<file path="config.mk">
export PLATFORM = sky130hd
export DESIGN_NAME = keyboard_ps2_receiver
export DESIGN_NICKNAME = d
export VERILOG_FILES = /design/src/rtl/keyboard_ps2_receiver.sv
export SDC_FILE = /design/constraint.sdc
export NUM_CORES = 1
export LEC_CHECK = 0
export ABC_AREA = 1
export CAP_MARGIN = 20
export CORE_ASPECT_RATIO = 0.7
export CORE_MARGIN = 2
export CORE_UTILIZATION = 55
export DETAILED_ROUTE_END_ITERATION = 10
export PLACE_DENSITY = 0.75
export RECOVER_POWER = 100
export SYNTH_ARGS = -nofsm -noshare
export SYNTH_HDL_FRONTEND = slang
export SYNTH_SLANG_ARGS = --single-unit
</file>
<file path="constraint.sdc">
create_clock -name iCLOCK -period 2.9 [get_ports iCLOCK]
set_clock_uncertainty 0.1 [all_clocks]
set_input_delay 0.725 -clock iCLOCK [delete_from_list [all_inputs] [get_ports iCLOCK]]
set_output_delay 0.725 -clock iCLOCK [all_outputs]
set_load 0.02 [all_outputs]
</file>
<file path="src/rtl/keyboard_ps2_receiver.sv">
// PS/2 keyboard receive path: pin synchronizer, frame FSM with inter-edge
// watchdog, framing check and a first-word fall-through scancode FIFO.
// Optional build macro: KEYBOARD_PS2_RX_PARITY_CHECK_EN enables odd-parity
// checking; without it only the stop bit decides whether a frame is good.

module keyboard_synchronizer #(
    parameter int P_N = 2
) (
    input  logic           iCLOCK,
    input  logic           inRESET,
    input  logic           iRESET_SYNC,
    input  logic [P_N-1:0] iDATA,
    output logic [P_N-1:0] oDATA
);
    logic [P_N-1:0] r_meta;
    logic [P_N-1:0] r_sync;

    // Two-flop synchronizer for asynchronous pin levels
    always_ff @(posedge iCLOCK or negedge inRESET) begin
        if (!inRESET) begin
            r_meta <= '0;
            r_sync <= '0;
        end else if (iRESET_SYNC) begin
            r_meta <= '0;
            r_sync <= '0;
        end else begin
            r_meta <= iDATA;
            r_sync <= r_meta;
        end
    end

    assign oDATA = r_sync;
endmodule

module keyboard_ps2_receiver #(
    parameter int P_FIFO_DEPTH = 16,
    parameter int P_FIFO_AW    = 4,
    parameter int P_TIMEOUT    = 50000
) (
    input  logic               iCLOCK,
    input  logic               inRESET,
    input  logic               iRESET_SYNC,
    input  logic               iPS2_CLK,
    input  logic               iPS2_DATA,
    output logic               oRD_VALID,
    output logic [7:0]         oRD_DATA,
    input  logic               iRD_REQ,
    output logic [P_FIFO_AW:0] oFIFO_COUNT,
    output logic               oERR_FRAME,
    output logic               oERR_OVERFLOW
);
    localparam logic [1:0] S_IDLE  = 2'd0;
    localparam logic [1:0] S_RECV  = 2'd1;
    localparam logic [1:0] S_CHECK = 2'd2;

    localparam int WD_W = (P_TIMEOUT > 2) ? $clog2(P_TIMEOUT) : 1;
    localparam logic [WD_W-1:0]    WD_MAX   = WD_W'(P_TIMEOUT - 1);
    localparam logic [P_FIFO_AW:0] FULL_CNT = (P_FIFO_AW + 1)'(P_FIFO_DEPTH);

    logic [1:0]           w_sync;      // [1] = PS/2 clock, [0] = PS/2 data
    logic                 w_fall;
    logic                 w_par_ok;
    logic                 w_good;
    logic                 w_full;
    logic                 w_pop;
    logic                 w_push;
    logic                 w_timeout;

    logic [1:0]           r_state;
    logic [3:0]           r_bitcnt;
    logic [WD_W-1:0]      r_wd;
    logic                 r_clk_prev;
    logic [9:0]           r_shift;     // d0..d7, parity, stop after a full frame
    logic [7:0]           r_mem [P_FIFO_DEPTH];
    logic [P_FIFO_AW-1:0] r_wptr;
    logic [P_FIFO_AW-1:0] r_rptr;
    logic [P_FIFO_AW:0]   r_count;

    keyboard_synchronizer #(
        .P_N(2)
    ) u_sync (
        .iCLOCK     (iCLOCK),
        .inRESET    (inRESET),
        .iRESET_SYNC(iRESET_SYNC),
        .iDATA      ({iPS2_CLK, iPS2_DATA}),
        .oDATA      (w_sync)
    );

    assign w_fall = r_clk_prev & ~w_sync[1];

`ifdef KEYBOARD_PS2_RX_PARITY_CHECK_EN
    assign w_par_ok = ^r_shift[8:0];
`else
    assign w_par_ok = 1'b1;
`endif

    assign w_good    = r_shift[9] & w_par_ok;
    assign w_full    = (r_count == FULL_CNT);
    assign oRD_VALID = (r_count != '0);
    assign w_pop     = iRD_REQ & oRD_VALID;
    assign w_push    = (r_state == S_CHECK) & w_good & (~w_full | w_pop);
    assign w_timeout = (r_state == S_RECV) & ~w_fall & (r_wd == WD_MAX);

    assign oERR_FRAME    = ((r_state == S_CHECK) & ~w_good) | w_timeout;
    assign oERR_OVERFLOW = (r_state == S_CHECK) & w_good & w_full & ~w_pop;
    assign oRD_DATA      = oRD_VALID ? r_mem[r_rptr] : 8'h00;
    assign oFIFO_COUNT   = r_count;

    // Frame sequencing: start detect, bit counting and inter-edge watchdog
    always_ff @(posedge iCLOCK or negedge inRESET) begin
        if (!inRESET) begin
            r_state    <= S_IDLE;
            r_bitcnt   <= '0;
            r_wd       <= '0;
            r_clk_prev <= 1'b0;
        end else if (iRESET_SYNC) begin
            r_state    <= S_IDLE;
            r_bitcnt   <= '0;
            r_wd       <= '0;
            r_clk_prev <= 1'b0;
        end else begin
            r_clk_prev <= w_sync[1];
            case (r_state)
                S_IDLE: begin
                    if (w_fall && !w_sync[0]) begin
                        r_state  <= S_RECV;
                        r_bitcnt <= '0;
                        r_wd     <= '0;
                    end
                end
                S_RECV: begin
                    if (w_fall) begin
                        r_wd <= '0;
                        if (r_bitcnt == 4'd9) begin
                            r_state <= S_CHECK;
                        end else begin
                            r_bitcnt <= r_bitcnt + 4'd1;
                        end
                    end else if (r_wd == WD_MAX) begin
                        r_state <= S_IDLE;
                    end else begin
                        r_wd <= r_wd + 1'b1;
                    end
                end
                default: r_state <= S_IDLE;
            endcase
        end
    end

    // Serial shift register, LSB first; content is only trusted in CHECK
    always_ff @(posedge iCLOCK) begin
        if (r_state == S_RECV && w_fall) begin
            r_shift <= {w_sync[0], r_shift[9:1]};
        end
    end

    // FIFO storage write; pointers below decide what is visible
    always_ff @(posedge iCLOCK) begin
        if (w_push) begin
            r_mem[r_wptr] <= r_shift[7:0];
        end
    end

    // FIFO pointers and occupancy; simultaneous push and pop keep the count
    always_ff @(posedge iCLOCK or negedge inRESET) begin
        if (!inRESET) begin
            r_wptr  <= '0;
            r_rptr  <= '0;
            r_count <= '0;
        end else if (iRESET_SYNC) begin
            r_wptr  <= '0;
            r_rptr  <= '0;
            r_count <= '0;
        end else begin
            if (w_push) begin
                r_wptr <= r_wptr + 1'b1;
            end
            if (w_pop) begin
                r_rptr <= r_rptr + 1'b1;
            end
            case ({w_push, w_pop})
                2'b10:   r_count <= r_count + 1'b1;
                2'b01:   r_count <= r_count - 1'b1;
                default: r_count <= r_count;
            endcase
        end
    end
endmodule
</file>
* Word-level counts from Yosys, hierarchy flattened
Memories as Yosys holds them, arrays and structs flattened.
Index checks and enable logic that the tools add are counted.
** Operators by class
- Add/sub/neg operators :: 6
- Equal/unequal tests :: 13
- Mux-type cells :: 28
- Bitwise logic cells :: 16
- Reduce and logical (&&, ||, !) cells :: 12
** Operators by type and width (count)
- $mux 16 :: 4
- $mux 4 :: 8
- $pmux 16 s2 :: 1
- $add 16x1->16 const B :: 1
- $eq 16x16->1 const B :: 1
- $mux 2 :: 7
- $add 4x1->4 const B :: 3
- $pmux 5 s2 :: 1
- $and 1x1->1 :: 9
- $ne 3x3->1 const B :: 3
- $mux 8 :: 1
- $ne 4x3->1 const B :: 2
- $pmux 4 s2 :: 1
- $reduce_and 3->1 :: 2
- $reduce_bool 3->1 :: 2
- $add 5x1->5 const B :: 1
- $eq 5x5->1 const B :: 1
- $mux 5 :: 1
- $not 1->1 :: 5
- $reduce_bool 5->1 :: 1
- $sub 5x1->5 const B :: 1
- $eq 2x1->1 const B :: 2
- $eq 2x2->1 const B :: 2
- $eq 4x4->1 const B :: 1
- 9 further kinds :: 14
** Storage, ports and cells
- Flip-flop bits (word level) :: 50
- RAM bits :: 128
- Input port bits :: 6
- Logic and storage cells :: 86
- Memories kept :: 1
** Memory list
- r_mem :: words 16, width 8, read ports 1, clocked after Yosys merged registers in 0, wr ports 1, line 74 : logic [7:0] r_mem [P_FIFO_DEPTH];

* Logic depth before layout (Yosys ltp)
- Word-level depth :: 7
- Depth in mapped cells :: 14

* By module
Synthesis repeated with hierarchy kept, for this count alone.
** Unflattened totals
- Cell total of the unflattened synthesis :: 707
- Area total of the unflattened synthesis :: 7892.6 um^2
** By module, submodules not included
- keyboard_ps2_receiver :: instances 1, cells each 695, area each 7762.4 um^2
- keyboard_synchronizer :: instances 1, cells each 12, area each 130.1 um^2

* Worst setup path after synthesis
No wires, ideal clock.
- Kind :: flip-flop to output port
- Start :: reg r_rptr[0]
- End :: out oRD_DATA[4]
- Arrival :: 1690 ps
- Required time :: 2075 ps
- Setup slack :: 385 ps
- Cell stages (with the launch flop) :: 9
- Cells stage by stage :: dfrtp_1 buf_2 inv_1 buf_2 clkbuf_1 nor2_1 o221ai_1 nand3_1 a21oi_1
** On the way
- Cells in the longest elaborated chain, start to end :: 2
** RTL lines
- start: declaration :: line 76 : logic [P_FIFO_AW-1:0] r_rptr;
- start signal: assignment :: line 179 : r_rptr <= r_rptr + 1'b1;
- $mem_v2 16x8
- $mux 8 :: line 106 : assign oRD_DATA = oRD_VALID ? r_mem[r_rptr] : 8'h00;
- end: declaration :: line 46 : output logic [7:0] oRD_DATA,
Every way passes these cells.

* Final worst setup path
- Start :: reg r_rptr[0]
- End :: out oRD_DATA[1]
The elaborated chain is that of the path after synthesis.

==> impl.org <==
** Status
- The run finished with clean final reports.

** STA
- The number of pins with negative max-slew slack in the final report is 0.
- The clock period could shrink to 2.88 ns.
- For the pin with the worst max-slew slack, the measured transition is roughly 1.1 ns.
- Max-slew headroom :: 29.8%
- F_max :: 0.348 GHz
- Count of endpoints failing hold in the final timing report :: 0
- RSZ-0062 raised after global routing :: true
- On the final layout, the worst hold slack is 0.345 ns.
- Final critical-path share of the clock period :: 99.2%
- Setup violations remaining at the end of the flow were counted as 0.
- Setup ws final :: 0.0229 ns

** Power and ir drop
- Power per cell area :: 780 mW/mm2
- Peak supply drop :: 0.471 mV
- Lkg Pwr :: 3.35 nW

** Synthesis
- Post-synth design cell area :: between 0.007 and 0.008 mm2
- Synth warn :: 0
- Count of flip-flops with a built-in enable after synthesis :: 138
- The number of different library cells used by synthesis comes to 29.
- Prevailing post-synth register cell :: edfxtp_1
- Net Count, Synth :: 711
- By instance count, the leading cell after synthesis is edfxtp_1.
- The commonest cells after synthesis are edfxtp_1, nor2_1, o21ai_0.
- Synthesis handed over a netlist of 695 instances.
- The synthesized design spends more area on one cell type than any other, namely edfxtp_1.
- After synthesis the netlist holds a flip-flop and latch count of about 180.
- Of all flip-flops after synthesis, the portion carrying an async set or reset was 22.5%.
- Dominant cells by area after synthesis :: edfxtp_1, dfrtp_1, nor2_1
- After synthesis, the mean cell area works out to 11.0 um2.
- Share of Yosys cell area claimed by the top area cell type :: a little over half
- Sequential share of the synthesized area :: 67.0%

** Floorplan
- Area of the die :: 0.0149 mm2
- DIE WIDTH :: about 150 um
- Row generation in the floorplan step produced 36 rows.
- Boundary pin count :: 22
- Core footprint :: 0.0138 mm2
- Die span in y :: 103 um
- Once the floorplan was initialized, standard cells occupied 55.7% of the core.

** Clocking
- Clock tree synthesis selected as its root buffer the cell clkbuf_16.
- Clock Latency Late Sink :: 0.44 ns
- TritonCTS built the clock tree.
- No sink is reached through more buffers than the 2 on the longest clock path.
- CTS built an H-tree with a depth of 4.
- Clock tree synthesis inserted a total of 17 buffers.
- Clock-pin transition on the worst setup and hold timing paths :: approximately 0.07 ns
- For this design, the sink count on the clock tree is 178.

** Global route
- Largest net degree at the start of global routing :: 41
- Global-route usage over all layers :: 24.0%
- The first global-routing pass estimated about 27 mm of wire.
- Number of global-route vias before repair :: 5125
- GRT Residual Overflow :: 0
- Initial antenna violation count :: 0

** Placement
- During placement, the flow inserted port buffers numbering 21.
- After legalization and detailed placement, the total HPWL measured 11.1 mm.
- Final RePlAce weighted congestion :: 0.861
- Before CTS, the worst setup slack after placement is -0.0573 ns.

** Final layout
- Footprint of the flip-flops and latches :: 0.00515 mm2
- The layout has 1039 filler cells.
- The number of antenna diodes in the final layout is 0.
- Of the cells placed in the final design, the portion with a size suffix greater than 1 is 12.9%.
- The net count of the finished layout is 776.
- The multi-input combinational cells in the finished layout cover a total of between 0.002 and 0.0025 mm2.
- Area Overhead vs Synth :: 17.5%
- For this run, the share of the core covered by cells in the final layout is between 60% and 70%.

** Setup path
- STA classifies the critical path startpoint as a flop.
- For this design, the slowest cell found on the critical path is dfrtp_2.
- Most common cell on crit path :: buf_12
- Worst Path Required :: approximately 2.1 ns
- Critical path endpoint category :: output port
- Walking the worst path, the cells encountered are inv_4 > buf_12 > buf_12 > o21ai_0 > o221ai_1 > nand3_1 > a21oi_2 > buf_4.
- Data on the critical path arrives at its endpoint at slightly above 2 ns.
- Worst stage delay on the critical path :: 0.45 ns
- The critical path is of the reg -> out type.
- Worst-path fanout max :: 14

** Worst hold path
- Tightest Hold Check Type :: reg -> reg

** Detailed routing
- In the routed design, unresolved DRC markers number 0.
- Total detailed-routing wirelength :: 17.6 mm
- Before antenna repair, the detailed router went through 5 iterations.
- Using the TritonRoute via totals, the vias-per-cell ratio works out to 5.81.
- Count of nets left with antenna violations after detail routing :: 0
- Detailed Route Iter0 Violations :: 674
- Detailed-route wire length per cell :: about 18 um
- The final route contains 5597 vias.

** Flow run
- Number of max-cap violations :: 0
==> area by class of cell <==
cell class,count,area share (%)
clock inverters,15,1.75
clock buffers,17,4.72
multi-input cells,436,24.3
inverters,52,2.19
well taps,190,2.64
repair buffers,75,7.27
flip-flops and latches,178,57.1
==> report_power, final <==
part           total [mW]  internal [mW]  switching (mW)  leakage [nW]
Sequential           2.89           2.80          0.0867          1.78
Combinational        1.86          0.736            1.13          1.29
Clock                2.28           1.28            1.00         0.278
==> through the flow <==
step	power, mW	instances	area [um2]	TNS, ns
2_1_floorplan	4.00	695	7670	0
3_3_place_gp	4.66	922	8370	-0.0295
3_5_place_dp	4.71	922	8370	-0.0573
4_1_cts	6.96	956	8980	-0.0805
5_1_grt	7.34	963	9010	-0.548
6_report	7.03	963	9010	0
==> cells in the final DEF, fill, tap and decap left out, types with 4 or more instances in the layout <==
cell,instances
nand3_1,39
edfxtp_1,138
inv_1,49
dfrtp_1,39
inv_6,4
a21oi_1,25
o21ai_0,82
clkbuf_2,12
o22ai_1,8
dlygate4sd3_1,7
ha_1,10
buf_4,29
nand2_1,70
nor2_1,134
buf_12,6
o21ai_1,4
nand4_1,14
clkbuf_1,5
buf_2,4
nor3_1,8
buf_6,4
o221ai_1,26
clkbuf_16,19
==> registers in the layout, indices dropped and copies added, names as in the netlist <==
| register | count |
|---|---|
| oFIFO_COUNT | 5 |
| r_wd | 16 |
| r_rptr | 4 |
| u_sync.r_meta | 2 |
| u_sync.oDATA | 2 |
| r_shift | 10 |
| r_state | 2 |
| r_mem | 128 |
| r_wptr | 4 |
| r_bitcnt | 4 |
| r_clk_prev | 1 |
==> worst max-delay path, delay by kind of cell, from the launching register on <==
kind                   cells  cell delay, ns
DFF                        1            0.45
buffers and inverters      4            0.54
AOI/OAI and AO/OA          3            0.47
and+or+nand+nor            1            0.15
==> path summary, 6_finish.rpt <==
check | endpoint | slack (ns) | startpoint | cells past startpoint
worst max-delay path | oRD_DATA[1] | 0.02 | r_rptr[0] | 8
worst min-delay path | r_shift[7] | 0.34 | r_shift[8] | 0
worst max register to register | r_mem[1][4] | 0.25 | r_state[0] | 6
worst min register to register | r_shift[7] | 0.34 | r_shift[8] | 0
max in group asynchronous | r_rptr[0] | 1.61 | inRESET | 1
min in group asynchronous | r_bitcnt[3] | 0.36 | inRESET | 1
==> routing by layer <==
metal	part of all wire, %	GRT usage (%)
met1	45	33.5
met2	45	37.0
met3	9.0	6.77
met4	1.1	8.07
met5	0	0
==> what timing repair did <==
item / 4_1_cts / 5_1_grt
pin swaps: 5 / 8
setup endpoints to repair: 10 / 9
resized for setup: 41 / 26
cloned: 0 / 3
hold buffers: 0 / 0
buffers inserted: 2 / 4
==> cell families (layout without fill, tap and decap cells) <==
kind of cell / Yosys count / after routing / synth area share (%)
xor+xnor: 3 / 3 / 0.342
simple gates: 269 / 269 / 14.8
fa+ha+maj: 10 / 10 / 1.63
compound gates: 154 / 154 / 11.9
buf+inv: 81 / 159 / 4.29
flops: 178 / 178 / 67.0
Power figures use the tool's default switching activity.
